File: src/rtl/ysyx_22050710_axil_rd_arbiter.sv
`default_nettype none
// ============================================================================
// Module   : ysyx_22050710_axil_rd_arbiter
// Purpose  : AXI4-Lite 2-master / 1-slave arbiter. The read channels (AR/R)
//            of M0 (instruction fetch, read-only) and M1 (load/store) share
//            the slave with round-robin arbitration and one outstanding read
//            at a time. The M1 write channels (AW/W/B) are wired straight
//            through to the slave with no state.
// Ports    : i_aclk / i_arsetn        clock, synchronous active-low reset
//            i_m0_ar* / o_m0_r*       M0 read address / read data channels
//            i_m1_ar* / o_m1_r*       M1 read address / read data channels
//            i_m1_aw*, i_m1_w*, o_m1_b*  M1 write channels
//            o_s_ar* / i_s_r*         slave read channels
//            o_s_aw*, o_s_w*, i_s_b*  slave write channels
// Revision : 1.0  initial release
// ============================================================================
module ysyx_22050710_axil_rd_arbiter #(
    parameter int ADDR_WD = 64,
    parameter int DATA_WD = 64,
    parameter int STRB_WD = DATA_WD / 8
) (
    input  logic               i_aclk,
    input  logic               i_arsetn,

    // M0 read channels
    input  logic               i_m0_arvalid,
    output logic               o_m0_arready,
    input  logic [ADDR_WD-1:0] i_m0_araddr,
    input  logic [2:0]         i_m0_arprot,
    output logic               o_m0_rvalid,
    input  logic               i_m0_rready,
    output logic [DATA_WD-1:0] o_m0_rdata,
    output logic [1:0]         o_m0_rresp,

    // M1 read channels
    input  logic               i_m1_arvalid,
    output logic               o_m1_arready,
    input  logic [ADDR_WD-1:0] i_m1_araddr,
    input  logic [2:0]         i_m1_arprot,
    output logic               o_m1_rvalid,
    input  logic               i_m1_rready,
    output logic [DATA_WD-1:0] o_m1_rdata,
    output logic [1:0]         o_m1_rresp,

    // M1 write channels
    input  logic               i_m1_awvalid,
    output logic               o_m1_awready,
    input  logic [ADDR_WD-1:0] i_m1_awaddr,
    input  logic [2:0]         i_m1_awprot,
    input  logic               i_m1_wvalid,
    output logic               o_m1_wready,
    input  logic [DATA_WD-1:0] i_m1_wdata,
    input  logic [STRB_WD-1:0] i_m1_wstrb,
    output logic               o_m1_bvalid,
    input  logic               i_m1_bready,
    output logic [1:0]         o_m1_bresp,

    // Slave read channels
    output logic               o_s_arvalid,
    input  logic               i_s_arready,
    output logic [ADDR_WD-1:0] o_s_araddr,
    output logic [2:0]         o_s_arprot,
    input  logic               i_s_rvalid,
    output logic               o_s_rready,
    input  logic [DATA_WD-1:0] i_s_rdata,
    input  logic [1:0]         i_s_rresp,

    // Slave write channels
    output logic               o_s_awvalid,
    input  logic               i_s_awready,
    output logic [ADDR_WD-1:0] o_s_awaddr,
    output logic [2:0]         o_s_awprot,
    output logic               o_s_wvalid,
    input  logic               i_s_wready,
    output logic [DATA_WD-1:0] o_s_wdata,
    output logic [STRB_WD-1:0] o_s_wstrb,
    input  logic               i_s_bvalid,
    output logic               o_s_bready,
    input  logic [1:0]         i_s_bresp
);

    typedef enum logic [1:0] {
        S_IDLE = 2'd0,
        S_AR   = 2'd1,
        S_R    = 2'd2
    } state_t;

    state_t r_state;
    state_t w_state_nxt;
    logic   r_grant;        // 0 = M0, 1 = M1
    logic   w_grant_nxt;
    logic   r_last_grant;   // master that won the most recent AR handshake
    logic   w_last_grant_nxt;

    logic   w_in_ar;
    logic   w_in_r;
    logic   w_ar_hs;
    logic   w_r_hs;

    // ------------------------------------------------------------------
    // State register
    // ------------------------------------------------------------------
    always_ff @(posedge i_aclk) begin
        if (!i_arsetn) begin
            r_state      <= S_IDLE;
            r_grant      <= 1'b0;
            r_last_grant <= 1'b0;
        end else begin
            r_state      <= w_state_nxt;
            r_grant      <= w_grant_nxt;
            r_last_grant <= w_last_grant_nxt;
        end
    end

    // ------------------------------------------------------------------
    // Read-channel outputs
    // ------------------------------------------------------------------
    // Qualifying with i_arsetn forces every read-side valid/ready low
    // during the very first reset cycle, before the state register has
    // actually been cleared by the reset edge.
    assign w_in_ar = (r_state == S_AR) && i_arsetn;
    assign w_in_r  = (r_state == S_R)  && i_arsetn;

    // AR channel: the granted master is muxed onto the slave. Address and
    // prot are don't-care outside AR, so they follow the grant mux freely.
    assign o_s_arvalid  = w_in_ar && (r_grant ? i_m1_arvalid : i_m0_arvalid);
    assign o_s_araddr   = r_grant ? i_m1_araddr : i_m0_araddr;
    assign o_s_arprot   = r_grant ? i_m1_arprot : i_m0_arprot;

    // arready depends only on the slave's arready and registered state,
    // never on the same master's arvalid, so no loop is formed.
    assign o_m0_arready = w_in_ar && !r_grant && i_s_arready;
    assign o_m1_arready = w_in_ar &&  r_grant && i_s_arready;

    // R channel: slave data is broadcast; only the granted master sees valid.
    assign o_m0_rvalid  = w_in_r && !r_grant && i_s_rvalid;
    assign o_m1_rvalid  = w_in_r &&  r_grant && i_s_rvalid;
    assign o_m0_rdata   = i_s_rdata;
    assign o_m1_rdata   = i_s_rdata;
    assign o_m0_rresp   = i_s_rresp;
    assign o_m1_rresp   = i_s_rresp;
    assign o_s_rready   = w_in_r && (r_grant ? i_m1_rready : i_m0_rready);

    assign w_ar_hs = o_s_arvalid && i_s_arready;
    assign w_r_hs  = i_s_rvalid && o_s_rready;

    // ------------------------------------------------------------------
    // Next-state logic
    // ------------------------------------------------------------------
    always_comb begin
        w_state_nxt      = r_state;
        w_grant_nxt      = r_grant;
        w_last_grant_nxt = r_last_grant;

        case (r_state)
            S_IDLE: begin
                if (i_m0_arvalid && i_m1_arvalid) begin
                    // Tie: hand the slave to whoever did not win last time.
                    w_grant_nxt = !r_last_grant;
                    w_state_nxt = S_AR;
                end else if (i_m0_arvalid) begin
                    w_grant_nxt = 1'b0;
                    w_state_nxt = S_AR;
                end else if (i_m1_arvalid) begin
                    w_grant_nxt = 1'b1;
                    w_state_nxt = S_AR;
                end
            end

            S_AR: begin
                if (w_ar_hs) begin
                    w_last_grant_nxt = r_grant;
                    w_state_nxt      = S_R;
                end
            end

            S_R: begin
                if (w_r_hs) begin
                    w_state_nxt = S_IDLE;
                end
            end

            default: begin
                w_state_nxt = S_IDLE;
            end
        endcase
    end

    // ------------------------------------------------------------------
    // Write channels: straight wiring between M1 and the slave
    // ------------------------------------------------------------------
    assign o_s_awvalid  = i_m1_awvalid;
    assign o_m1_awready = i_s_awready;
    assign o_s_awaddr   = i_m1_awaddr;
    assign o_s_awprot   = i_m1_awprot;
    assign o_s_wvalid   = i_m1_wvalid;
    assign o_m1_wready  = i_s_wready;
    assign o_s_wdata    = i_m1_wdata;
    assign o_s_wstrb    = i_m1_wstrb;
    assign o_m1_bvalid  = i_s_bvalid;
    assign o_s_bready   = i_m1_bready;
    assign o_m1_bresp   = i_s_bresp;

endmodule
`default_nettype wire

File: config.mk
export PLATFORM = sky130hd
export DESIGN_NAME = ysyx_22050710_axil_rd_arbiter
export DESIGN_NICKNAME = d
export VERILOG_FILES = /design/src/rtl/ysyx_22050710_axil_rd_arbiter.sv
export SDC_FILE = /design/constraint.sdc
export NUM_CORES = 1
export LEC_CHECK = 0
export CORE_AREA = 2 2 273 275
export CTS_CLUSTER_SIZE = 8
export DETAILED_ROUTE_END_ITERATION = 8
export DIE_AREA = 0 0 275 277
export PLACE_DENSITY = 0.37
export SLEW_MARGIN = 20
export SYNTH_ARGS = -nofsm -noshare
export SYNTH_HDL_FRONTEND = slang
export SYNTH_SLANG_ARGS = --single-unit
File: constraint.sdc
create_clock -name i_aclk -period 1.4 [get_ports i_aclk]
set_input_delay 0.28 -clock i_aclk [delete_from_list [all_inputs] [get_ports i_aclk]]
set_output_delay 0.28 -clock i_aclk [all_outputs]
set_load 0.005 [all_outputs]
==> impl_metrics.json <==
{
  "min_to": "r_grant",
  "rrSetupSlack_ns": -0.06,
  "max-vdd-ir-drop_uv": 247,
  "core_um2": 73600,
  "synth_top_cell_area_share": 0.678,
  "wl_per_cell_um": 12.0,
  "grt_max_degree": 7,
  "skew_ns": 0.00215,
  "ys_seq_elements": 4,
  "chipHeight_um": 277,
  "worst_slack_ns": -0.327,
  "nFillCells": 8518,
  "finalMaxSlewViolations": 0,
  "r2r_end": "r_state[0]",
  "tightest_slew_ns": 0.225,
  "num_antenna_cells": 0,
  "vias": 2384,
  "ys_warn_count": 0,
  "fin_hold_ws_ns": 0.526,
  "start_util": 0.0429,
  "num_io_pins": 707,
  "period_share": 1.23,
  "leakagePower_uw": 0.00199,
  "final_common_cell": "clkdlybuf4s50_1",
  "place_hpwl_mm": 12.6,
  "rsz0062_at_grt": "true",
  "crit_required_ns": 1.12,
  "die-area_um2": 76200,
  "gr-max-usage-layer": "met2",
  "grtUsageMet3": 0.0219,
  "clkTransAtPathRegs_ns": 0.03,
  "grt_pass1_vias": 2729,
  "min_period_ns": 1.73,
  "powerDensity_nw_per_um2": 437,
  "worst_setup_path_end_kind": "output port",
  "drive_gt1_frac": 0.573,
  "fin_nets": 728,
  "track_usage": 0.0362,
  "grt.met1_usage": 0.0246,
  "clock_latency_ns": 0.23,
  "hold_class": "in -> reg",
  "syn2layout_area_growth_pct": 75.0,
  "holdPathStages": 3,
  "initialDrtViolationCount": 33,
  "syn_area_per_cell_um2": 8.20,
  "ant_nets": 0,
  "drc": 0,
  "ys_seq_area_frac": 0.0254,
  "cts_tree": "yes",
  "first_pass_iters": 3,
  "syn_area_um2": 3160,
  "routed_wl_mm": 16.1,
  "design_area_um2": 5520,
  "grtUsageMet2": 0.0692,
  "place_area_um2": 4510,
  "port_buffers": 214,
  "slew_headroom": 0.849,
  "grt_overflow_total": 0,
  "num_rows": 100,
  "synth.area.top_cells": "buf_4, mux2_2, dfxtp_1",
  "chipWidth_um": 275,
  "antenna_found_initial": 1,
  "max_freq_mhz": 579,
  "synthCells": 385,
  "cts_htree_levels": 1,
  "clock-sinks": 4,
  "min_from": "i_arsetn",
  "layout_common_cells": "clkdlybuf4s50_1, buf_6, mux2_4, buf_4, buf_12",
  "cap_violations": 0,
  "cts_buffers": 3,
  "syn_nets": 740,
  "cts_root_buf": "clkbuf_16",
  "hold_viol": 0,
  "grt_pass1_wl_mm": 19.3,
  "finalWeightedCongestion": 0.655,
  "status": "finished with violations",
  "via_per_inst": 1.78,
  "path_class": "reg -> out",
  "failed_checks": "setup timing",
  "yosysUniqueCellTypes": 20,
  "crit_fanout": 6,
  "clock_path_buffers": 2,
  "setup_viol": 74,
  "r2r_cells": 7,
  "yosysTopAreaCell": "buf_4",
  "arrival_ns": 1.45,
  "timing.rr.start": "r_grant",
  "start_kind": "flop"
}
metal layers:
layer / wire length [um] / up-vias / part of all wire
met5: 64 / - / 0.0040
met4: 1120 / 2 / 0.069
met3: 2910 / 98 / 0.18
met2: 7910 / 366 / 0.49
met1: 4110 / 986 / 0.26
li1: - / 932 / -
power by group:
group          internal [uW]  switching, uW  leakage [uW]
Combinational           1270            538       0.00192
Sequential               122           10.4     0.0000344
Clock                    377           91.4     0.0000382
Total                   1770            640       0.00199
repair_timing:
item / in CTS / in global routing
setup buffers: 36 / 2
hold endpoints to repair: 0 / 0
gates resized for setup: 484 / 15
cloned: 4 / 0
pin swaps: 5 / 8
hold buffers: 0 / 0
setup endpoints to repair: 75 / 75
state kept, by name, indices dropped and copies added (netlist names):
signal / cells
r_last_grant: 1
r_grant: 1
r_state: 2
cells in the mapped netlist:
master    instances
buf_4           285
mux2_2           67
nor2_1            6
dfxtp_1           4
a21oi_1           2
buf_6             2
inv_1             2
mux2i_1           2
nand2_1           2
nand3b_1          2
nor3_1            2
a311oi_1          1
and3_1            1
and4b_1           1
nand3_1           1
nor2b_1           1
o21a_1            1
o21ai_0           1
o22ai_1           1
o311a_2           1
worst max-delay path by stage:
stage              from             end  cells past startpoint
6_report        r_grant  o_s_araddr[35]                      5
5_1_grt         r_grant  o_s_araddr[39]                      5
3_3_place_gp   i_arsetn     o_m1_rvalid                      5
4_1_cts         r_grant  o_s_araddr[24]                      5
3_5_place_dp   i_arsetn     o_m1_rvalid                      5
2_1_floorplan   r_grant   o_s_araddr[0]                      3
per-stage QoR:
stage	total power [uW]	setup TNS [ns]	std cells	setup WS, ns	util
after detailed placement	1400	-30.43	1300	-0.802	0.0613
after floorplan	1140	0	385	0.181	-
after global routing	2530	-19.81	1341	-0.352	0.0751
after global placement	1410	-30.96	1300	-0.797	0.0613
final	2410	-16.97	1341	-0.327	0.0751
after CTS	2440	-19.29	1343	-0.338	0.0750
critical path, stage by stage, from the launching register on:
cell and delay, ns:
dfxtp_4 0.35, buf_12 0.15, buf_12 0.14, buf_12 0.12
mux2_4 0.31, buf_6 0.12
kinds of logic (layout without fill, tap and decap cells):
| group | after synthesis | count (layout) | share of synthesized area |
|---|---|---|---|
| mux | 69 | 69 | 0.245 |
| flops | 4 | 4 | 0.0254 |
| compound gates | 7 | 7 | 0.0155 |
| simple gates | 16 | 16 | 0.0262 |
| buf+inv | 289 | 276 | 0.688 |
layout make-up:
cell class	instances	area [um^2]	share of cell area
repair buffers	270	2900	0.525
well taps	969	1210	0.220
clock buffers	4	78.8	0.0143
flip-flops and latches	4	88.8	0.0161
inverters	2	7.51	0.00136
multi-input cells	92	1230	0.223
Power figures use the tool's default switching activity.
